### src/rtl/lcd_pkg.sv
// ----------------------------------------------------------------------------
// lcd_pkg
// Shared definitions for the LCD frame-buffer scheduler:
//   LCD_W / LCD_H / FRAME_PIX : Game Boy screen geometry and pixel count.
//   PIX_W                     : width of the per-frame pixel counter.
//   bank_t                    : frame-buffer bank id (0..2).
//   third_bank()              : the bank that is neither a nor b.
// ----------------------------------------------------------------------------
package lcd_pkg;

   localparam int LCD_W     = 160;
   localparam int LCD_H     = 144;
   localparam int FRAME_PIX = LCD_W * LCD_H;
   localparam int PIX_W     = 15;

   typedef logic [1:0] bank_t;

   localparam bank_t BANK_WR_RST    = 2'd0;
   localparam bank_t BANK_RD_RST    = 2'd1;
   localparam bank_t BANK_READY_RST = 2'd2;

   // With a != b drawn from {0,1,2}, 3-a-b is the remaining id.
   // Modulo-4 wrap of the 2-bit subtraction still lands on it.
   function automatic bank_t third_bank(input bank_t a, input bank_t b);
      return bank_t'(2'd3 - a - b);
   endfunction

endpackage

### src/rtl/lcd_sat_cnt.sv
// ----------------------------------------------------------------------------
// lcd_sat_cnt
// Saturating up-counter used for the scheduler statistics. It sticks at
// all-ones and never wraps.
// Ports:
//   clk_i   : clock
//   rst_ni  : asynchronous active-low reset (clears the count)
//   inc_i   : count one event this cycle
//   value_o : current count
// ----------------------------------------------------------------------------
module lcd_sat_cnt #(
   parameter int CNT_W = 8
) (
   input  logic             clk_i,
   input  logic             rst_ni,
   input  logic             inc_i,
   output logic [CNT_W-1:0] value_o
);

   logic [CNT_W-1:0] cnt_q, cnt_d;

   always_comb begin
      cnt_d = cnt_q;
      if (inc_i && (cnt_q != '1)) begin
         cnt_d = cnt_q + CNT_W'(1);
      end
   end

   always_ff @(posedge clk_i or negedge rst_ni) begin
      if (!rst_ni) begin
         cnt_q <= '0;
      end else begin
         cnt_q <= cnt_d;
      end
   end

   assign value_o = cnt_q;

endmodule

### src/rtl/lcd_frame_sched.sv
// ----------------------------------------------------------------------------
// lcd_frame_sched
// Triple-buffer bank scheduler between the PPU pixel writer and the video
// scan-out reader. Complete frames are promoted to "ready", short or aborted
// frames are discarded, and frames are dropped/repeated on rate mismatch.
// Ports:
//   clk_sys        : system clock
//   reset_n        : asynchronous active-low reset
//   tri_buf        : 1 = triple buffering, 0 = single bank 0
//   wr_pix         : pixel write strobe
//   wr_frame_end   : writer finished a frame
//   wr_frame_abort : LCD switched off mid-frame
//   rd_frame_start : reader begins a new frame
//   wr_en          : frame RAM write enable
//   wr_addr        : {write bank, pixel index}
//   rd_bank        : bank the reader scans
//   frame_ready    : a completed frame is waiting
//   overrun        : sticky, a pixel arrived with the frame already full
//   drop_cnt       : ready frames overwritten before display
//   repeat_cnt     : reader starts with no new frame
//   short_cnt      : frames discarded as incomplete or aborted
// ----------------------------------------------------------------------------
module lcd_frame_sched
   import lcd_pkg::*;
#(
   parameter int FRAME_PIX = lcd_pkg::FRAME_PIX,
   parameter int CNT_W     = 8
) (
   input  logic             clk_sys,
   input  logic             reset_n,
   input  logic             tri_buf,
   input  logic             wr_pix,
   input  logic             wr_frame_end,
   input  logic             wr_frame_abort,
   input  logic             rd_frame_start,
   output logic             wr_en,
   output logic [16:0]      wr_addr,
   output logic [1:0]       rd_bank,
   output logic             frame_ready,
   output logic             overrun,
   output logic [CNT_W-1:0] drop_cnt,
   output logic [CNT_W-1:0] repeat_cnt,
   output logic [CNT_W-1:0] short_cnt
);

   localparam logic [PIX_W-1:0] FULL_CNT = PIX_W'(FRAME_PIX);

   bank_t            wr_bank_q, wr_bank_d;
   bank_t            rd_bank_q, rd_bank_d;
   bank_t            ready_bank_q, ready_bank_d;
   logic             frame_ready_q, frame_ready_d;
   logic             overrun_q, overrun_d;
   logic [PIX_W-1:0] wr_cnt_q, wr_cnt_d;
   logic             tri_q;

   logic             pix_room;
   logic             wr_en_int;
   logic [PIX_W:0]   eff_cnt;
   logic             complete;
   logic             tri_edge;
   logic             discard;
   logic             end_ok;
   logic             drop_inc, repeat_inc, short_inc;
   bank_t            wr_bank_out;

   assign pix_room  = (wr_cnt_q < FULL_CNT);
   assign wr_en_int = wr_pix & pix_room;

   // A pixel written in the same cycle as the end pulse belongs to the
   // ending frame, so completeness is judged on the post-increment count.
   assign eff_cnt   = {1'b0, wr_cnt_q} + {{PIX_W{1'b0}}, wr_en_int};
   assign complete  = (eff_cnt == {1'b0, FULL_CNT});

   assign tri_edge  = tri_buf ^ tri_q;
   assign discard   = wr_frame_abort | (wr_frame_end & ~complete);
   assign end_ok    = wr_frame_end & ~wr_frame_abort & complete;

   always_comb begin
      wr_bank_d     = wr_bank_q;
      rd_bank_d     = rd_bank_q;
      ready_bank_d  = ready_bank_q;
      frame_ready_d = frame_ready_q;
      overrun_d     = overrun_q;
      wr_cnt_d      = wr_cnt_q;
      drop_inc      = 1'b0;
      repeat_inc    = 1'b0;
      short_inc     = 1'b0;

      if (wr_en_int) begin
         wr_cnt_d = wr_cnt_q + PIX_W'(1);
      end
      if (wr_pix && !pix_room) begin
         overrun_d = 1'b1;
      end

      if (tri_edge) begin
         // Mode change: restart from the reset bank arrangement and silently
         // throw away whatever frame was being written.
         wr_bank_d     = BANK_WR_RST;
         rd_bank_d     = BANK_RD_RST;
         ready_bank_d  = BANK_READY_RST;
         frame_ready_d = 1'b0;
         wr_cnt_d      = '0;
      end else begin
         if (discard) begin
            wr_cnt_d  = '0;
            short_inc = 1'b1;
         end else if (end_ok) begin
            wr_cnt_d  = '0;
         end

         // Bank rotation only exists in triple-buffer mode; in single-bank
         // mode the banks stay where the last mode change put them.
         if (tri_buf) begin
            if (end_ok && rd_frame_start) begin
               // Reader takes the frame that just finished; the previously
               // displayed bank becomes the spare.
               rd_bank_d     = wr_bank_q;
               wr_bank_d     = third_bank(wr_bank_q, rd_bank_q);
               ready_bank_d  = rd_bank_q;
               frame_ready_d = 1'b0;
               drop_inc      = frame_ready_q;
            end else if (end_ok) begin
               ready_bank_d  = wr_bank_q;
               wr_bank_d     = third_bank(wr_bank_q, rd_bank_q);
               frame_ready_d = 1'b1;
               drop_inc      = frame_ready_q;
            end else if (rd_frame_start) begin
               if (frame_ready_q) begin
                  rd_bank_d     = ready_bank_q;
                  ready_bank_d  = rd_bank_q;
                  frame_ready_d = 1'b0;
               end else begin
                  repeat_inc = 1'b1;
               end
            end
         end
      end
   end

   always_ff @(posedge clk_sys or negedge reset_n) begin
      if (!reset_n) begin
         wr_bank_q     <= BANK_WR_RST;
         rd_bank_q     <= BANK_RD_RST;
         ready_bank_q  <= BANK_READY_RST;
         frame_ready_q <= 1'b0;
         overrun_q     <= 1'b0;
         wr_cnt_q      <= '0;
         // Triple buffering is the expected power-up mode; starting in
         // single-bank mode only costs a harmless restart on the first cycle.
         tri_q         <= 1'b1;
      end else begin
         wr_bank_q     <= wr_bank_d;
         rd_bank_q     <= rd_bank_d;
         ready_bank_q  <= ready_bank_d;
         frame_ready_q <= frame_ready_d;
         overrun_q     <= overrun_d;
         wr_cnt_q      <= wr_cnt_d;
         tri_q         <= tri_buf;
      end
   end

   lcd_sat_cnt #(.CNT_W(CNT_W)) u_drop_cnt (
      .clk_i   (clk_sys),
      .rst_ni  (reset_n),
      .inc_i   (drop_inc),
      .value_o (drop_cnt)
   );

   lcd_sat_cnt #(.CNT_W(CNT_W)) u_repeat_cnt (
      .clk_i   (clk_sys),
      .rst_ni  (reset_n),
      .inc_i   (repeat_inc),
      .value_o (repeat_cnt)
   );

   lcd_sat_cnt #(.CNT_W(CNT_W)) u_short_cnt (
      .clk_i   (clk_sys),
      .rst_ni  (reset_n),
      .inc_i   (short_inc),
      .value_o (short_cnt)
   );

   // Single-bank mode is applied at the outputs so it takes effect in the
   // same cycle tri_buf drops, before the registered mode change lands.
   assign wr_bank_out = tri_buf ? wr_bank_q : BANK_WR_RST;
   assign rd_bank     = tri_buf ? rd_bank_q : BANK_WR_RST;
   assign frame_ready = frame_ready_q & tri_buf;
   assign overrun     = overrun_q;
   assign wr_en       = wr_en_int;
   assign wr_addr     = {wr_bank_out, wr_cnt_q};

endmodule

### config.mk
export PLATFORM = sky130hd
export DESIGN_NAME = lcd_frame_sched
export DESIGN_NICKNAME = d
export VERILOG_FILES = /design/src/rtl/lcd_pkg.sv /design/src/rtl/lcd_sat_cnt.sv /design/src/rtl/lcd_frame_sched.sv
export SDC_FILE = /design/constraint.sdc
export NUM_CORES = 1
export LEC_CHECK = 0
export CORE_UTILIZATION = 40
export CTS_CLUSTER_DIAMETER = 40
export DETAILED_ROUTE_END_ITERATION = 8
export PLACE_DENSITY_LB_ADDON = 0.3
export SLEW_MARGIN = 20
export SYNTH_ARGS = -nofsm -noshare
export SYNTH_HDL_FRONTEND = slang
export SYNTH_SLANG_ARGS = --single-unit
### constraint.sdc
create_clock -name clk_sys -period 10 [get_ports clk_sys]
set_input_delay 2 -clock clk_sys [delete_from_list [all_inputs] [get_ports clk_sys]]
set_output_delay 2 -clock clk_sys [all_outputs]
set_load 0.1 [all_outputs]
==> reports/metrics.cfg <==
[status]
status=finished with violations
violations=design-rule violations

[sta]
fin_skew_ns=0.00918
fin_crit_sh_pct=59.6
fin_crit_ns=5.96
hold_violations=0
slew_violations=0
fin_tns_setup_ns=0
fmax_mhz=168
max-slew-margin-rel_pct=33.5
whs_ns=0.490
worstMarginPinSlew_ns=0.994
rsz0062_at_grt=no
setup_viol=0

[critical_path]
regToRegSetupSlack_ns=5.53
cp_cell_sequence=clkdlybuf4s50_1, and2_1, clkdlybuf4s50_1
max_stage_delay_ns=1.19
cp_max_fo=6
path_class=primary input to output port
required_ns=8.00
cp_slowest_cell=clkdlybuf4s50_1
r2r-start=wr_cnt_q[9]
worstPathArrival_ns=3.96
endpoint_kind=output port
cpMostUsedCell=clkdlybuf4s50_1
start_kind=primary input
crit_start=wr_pix

[flow_run]
timing.max_cap.violations=0

[global_route]
grtUsageTotal_pct=17.4
grt_pass1_vias=1992
grt_pass1_wl_um=9840
overflow=0
grt_max_degree=49
antenna_found_initial=0

[clocking]
clock_path_buffers=2
cts-root-buf=clkbuf_8
cts_tree=done
clock_latency_ns=0.29
clkTransAtPathRegs_ns=0.09
postCtsResizedCells=0
cts_hold_buf=0
cts_buffers=5
clkSinkCount=48
cts_setup_buffers=0
h-tree-depth=2

[synth]
synth_edf_count=0
synth_area_leader_cell=dfrtp_1
ys_seq_elements=48
postSynth.asyncResetShare_pct=100
synth_area_mm2=0.00269
synth.distinct_cells=51
synth.avg_cell_area_um2=9.83
synth_area_leaders=dfrtp_1 42%, xnor2_1 9.1%, nand4_1 4.2%
post-synth-top-count-cell=dfrtp_1
synthCells=274
syn_nets=289
ys_seq_area_share_pct=44.7
ys.flop_type=dfrtp_1
synthTopCellsByCount=45 x dfrtp_1, 28 x xnor2_1, 25 x nor2_1, 18 x nand4_1, 17 x nand2_1
yosys_warnings=0
synth_top_area_share_pct=41.8

[routing]
routed_wl_um=5790
ant_nets=0
dr.pass1.iters=8
drc=2
vias=2164
drt_iter0_markers=173
viasPerCell=5.51
wl_per_cell_um=14.7

[floorplan]
die_h_um=84.1
die_w_um=84.1
initial_utilization_pct=41.9
dieArea_mm2=0.00707
core_mm2=0.00642
io_pins=53
core.rowCount=29

[finish]
fin_util_pct=52.2
filler_cell_count=596
area_growth_syn_to_layout_pct=24.5
layout.cells.non_filler=393
num_antenna_cells=0
drive_gt1_share_pct=6.96
nets=331

[placement]
placed_cells=386
hpwlAfterDp_um=4050
place.gp.congestion=0.882
port_buffers=52

[hold_path]
min_path_type=flip-flop to flip-flop
min-delay-start=u_drop_cnt.value_o[5]

[power_and_ir_drop]
finalPower_mw=0.677
powerDensity_mw_per_mm2=202
ir_worst_vdd_uv=210
p_leak_nw=1.38

area by class of cell:
| class | instances | area, µm² | share of cell area, % |
|---|---|---|---|
| Inverter | 8 | 30.0 | 0.895 |
| Tap cell | 77 | 96.3 | 2.87 |
| Timing Repair Buffer | 52 | 518 | 15.4 |
| Clock inverter | 2 | 60.1 | 1.79 |
| Multi-Input combinational cell | 201 | 1380 | 41.0 |
| Clock buffer | 5 | 68.8 | 2.05 |
| Sequential cell | 48 | 1200 | 35.9 |
state kept, by name, summed over array words and instances, names as in the netlist:
signal,cells
frame_ready_q,1
overrun,1
rd_bank_q,2
ready_bank_q,2
tri_q,1
u_drop_cnt.value_o,8
u_repeat_cnt.value_o,8
u_short_cnt.value_o,8
wr_bank_q,2
wr_cnt_q,15
logic make-up (layout without fill, tap and decap cells):
logic type,count (synthesis),count (layout),share of synthesized area [%]
buf+inv,25,67,4.18
xor+xnor,37,37,12.0
mux,7,7,2.79
flops,48,48,44.7
simple gates,111,111,22.2
compound gates,38,38,10.4
fa+ha+maj,8,8,3.72
where the power goes:
part           leakage (nW)  internal (mW)  switching (mW)  total (mW)
combinational         0.674         0.0637           0.204       0.268
sequential            0.639          0.217          0.0301       0.247
clock                0.0642         0.0984          0.0642       0.163
total                  1.38          0.379           0.298       0.677
per-stage QoR:
step / setup slack, ns / instance area, µm²
final: 4.04 / 3350
after detailed placement: 4.05 / 3220
after floorplan: 4.07 / 2690
after CTS: 4.05 / 3350
after global placement: 4.07 / 3220
after global routing: 3.98 / 3350
worst max-delay path: cells and delay by family:
family / cells / cell delay [ns]
buffers and inverters: 2 / 1.68
and+or+nand+nor: 1 / 0.27
path summary, 6_finish.rpt:
check                           cells past startpoint                    end
worst min register to register                      1  u_drop_cnt.value_o[5]
worst max-delay path                                3                  wr_en
worst max register to register                     11  u_drop_cnt.value_o[1]
max in group asynchronous                           1           wr_bank_q[1]
worst min-delay path                                1  u_drop_cnt.value_o[5]
min in group asynchronous                           1  u_drop_cnt.value_o[5]
cells in the final DEF (no fill, tap or decap), types with 7 or more instances in the layout:
cell type        count
inv_1                8
xor2_1               9
nand4_1             18
nand3_1              7
dfrtp_1             45
o21ai_0              8
ha_1                 8
clkdlybuf4s50_1     51
nor3_1               7
xnor2_1             28
nor2_1              25
and3_1              10
nand2_1             17
routing by layer:
metal	share of wire [%]	vias to the layer above	track usage [%]
li1	-	1062	-
met1	48	1060	23.9
met2	49	40	28.2
met3	2.8	2	3.46
met4	0.59	0	4.23
met5	0	-	0
Power figures use the tool's default switching activity.
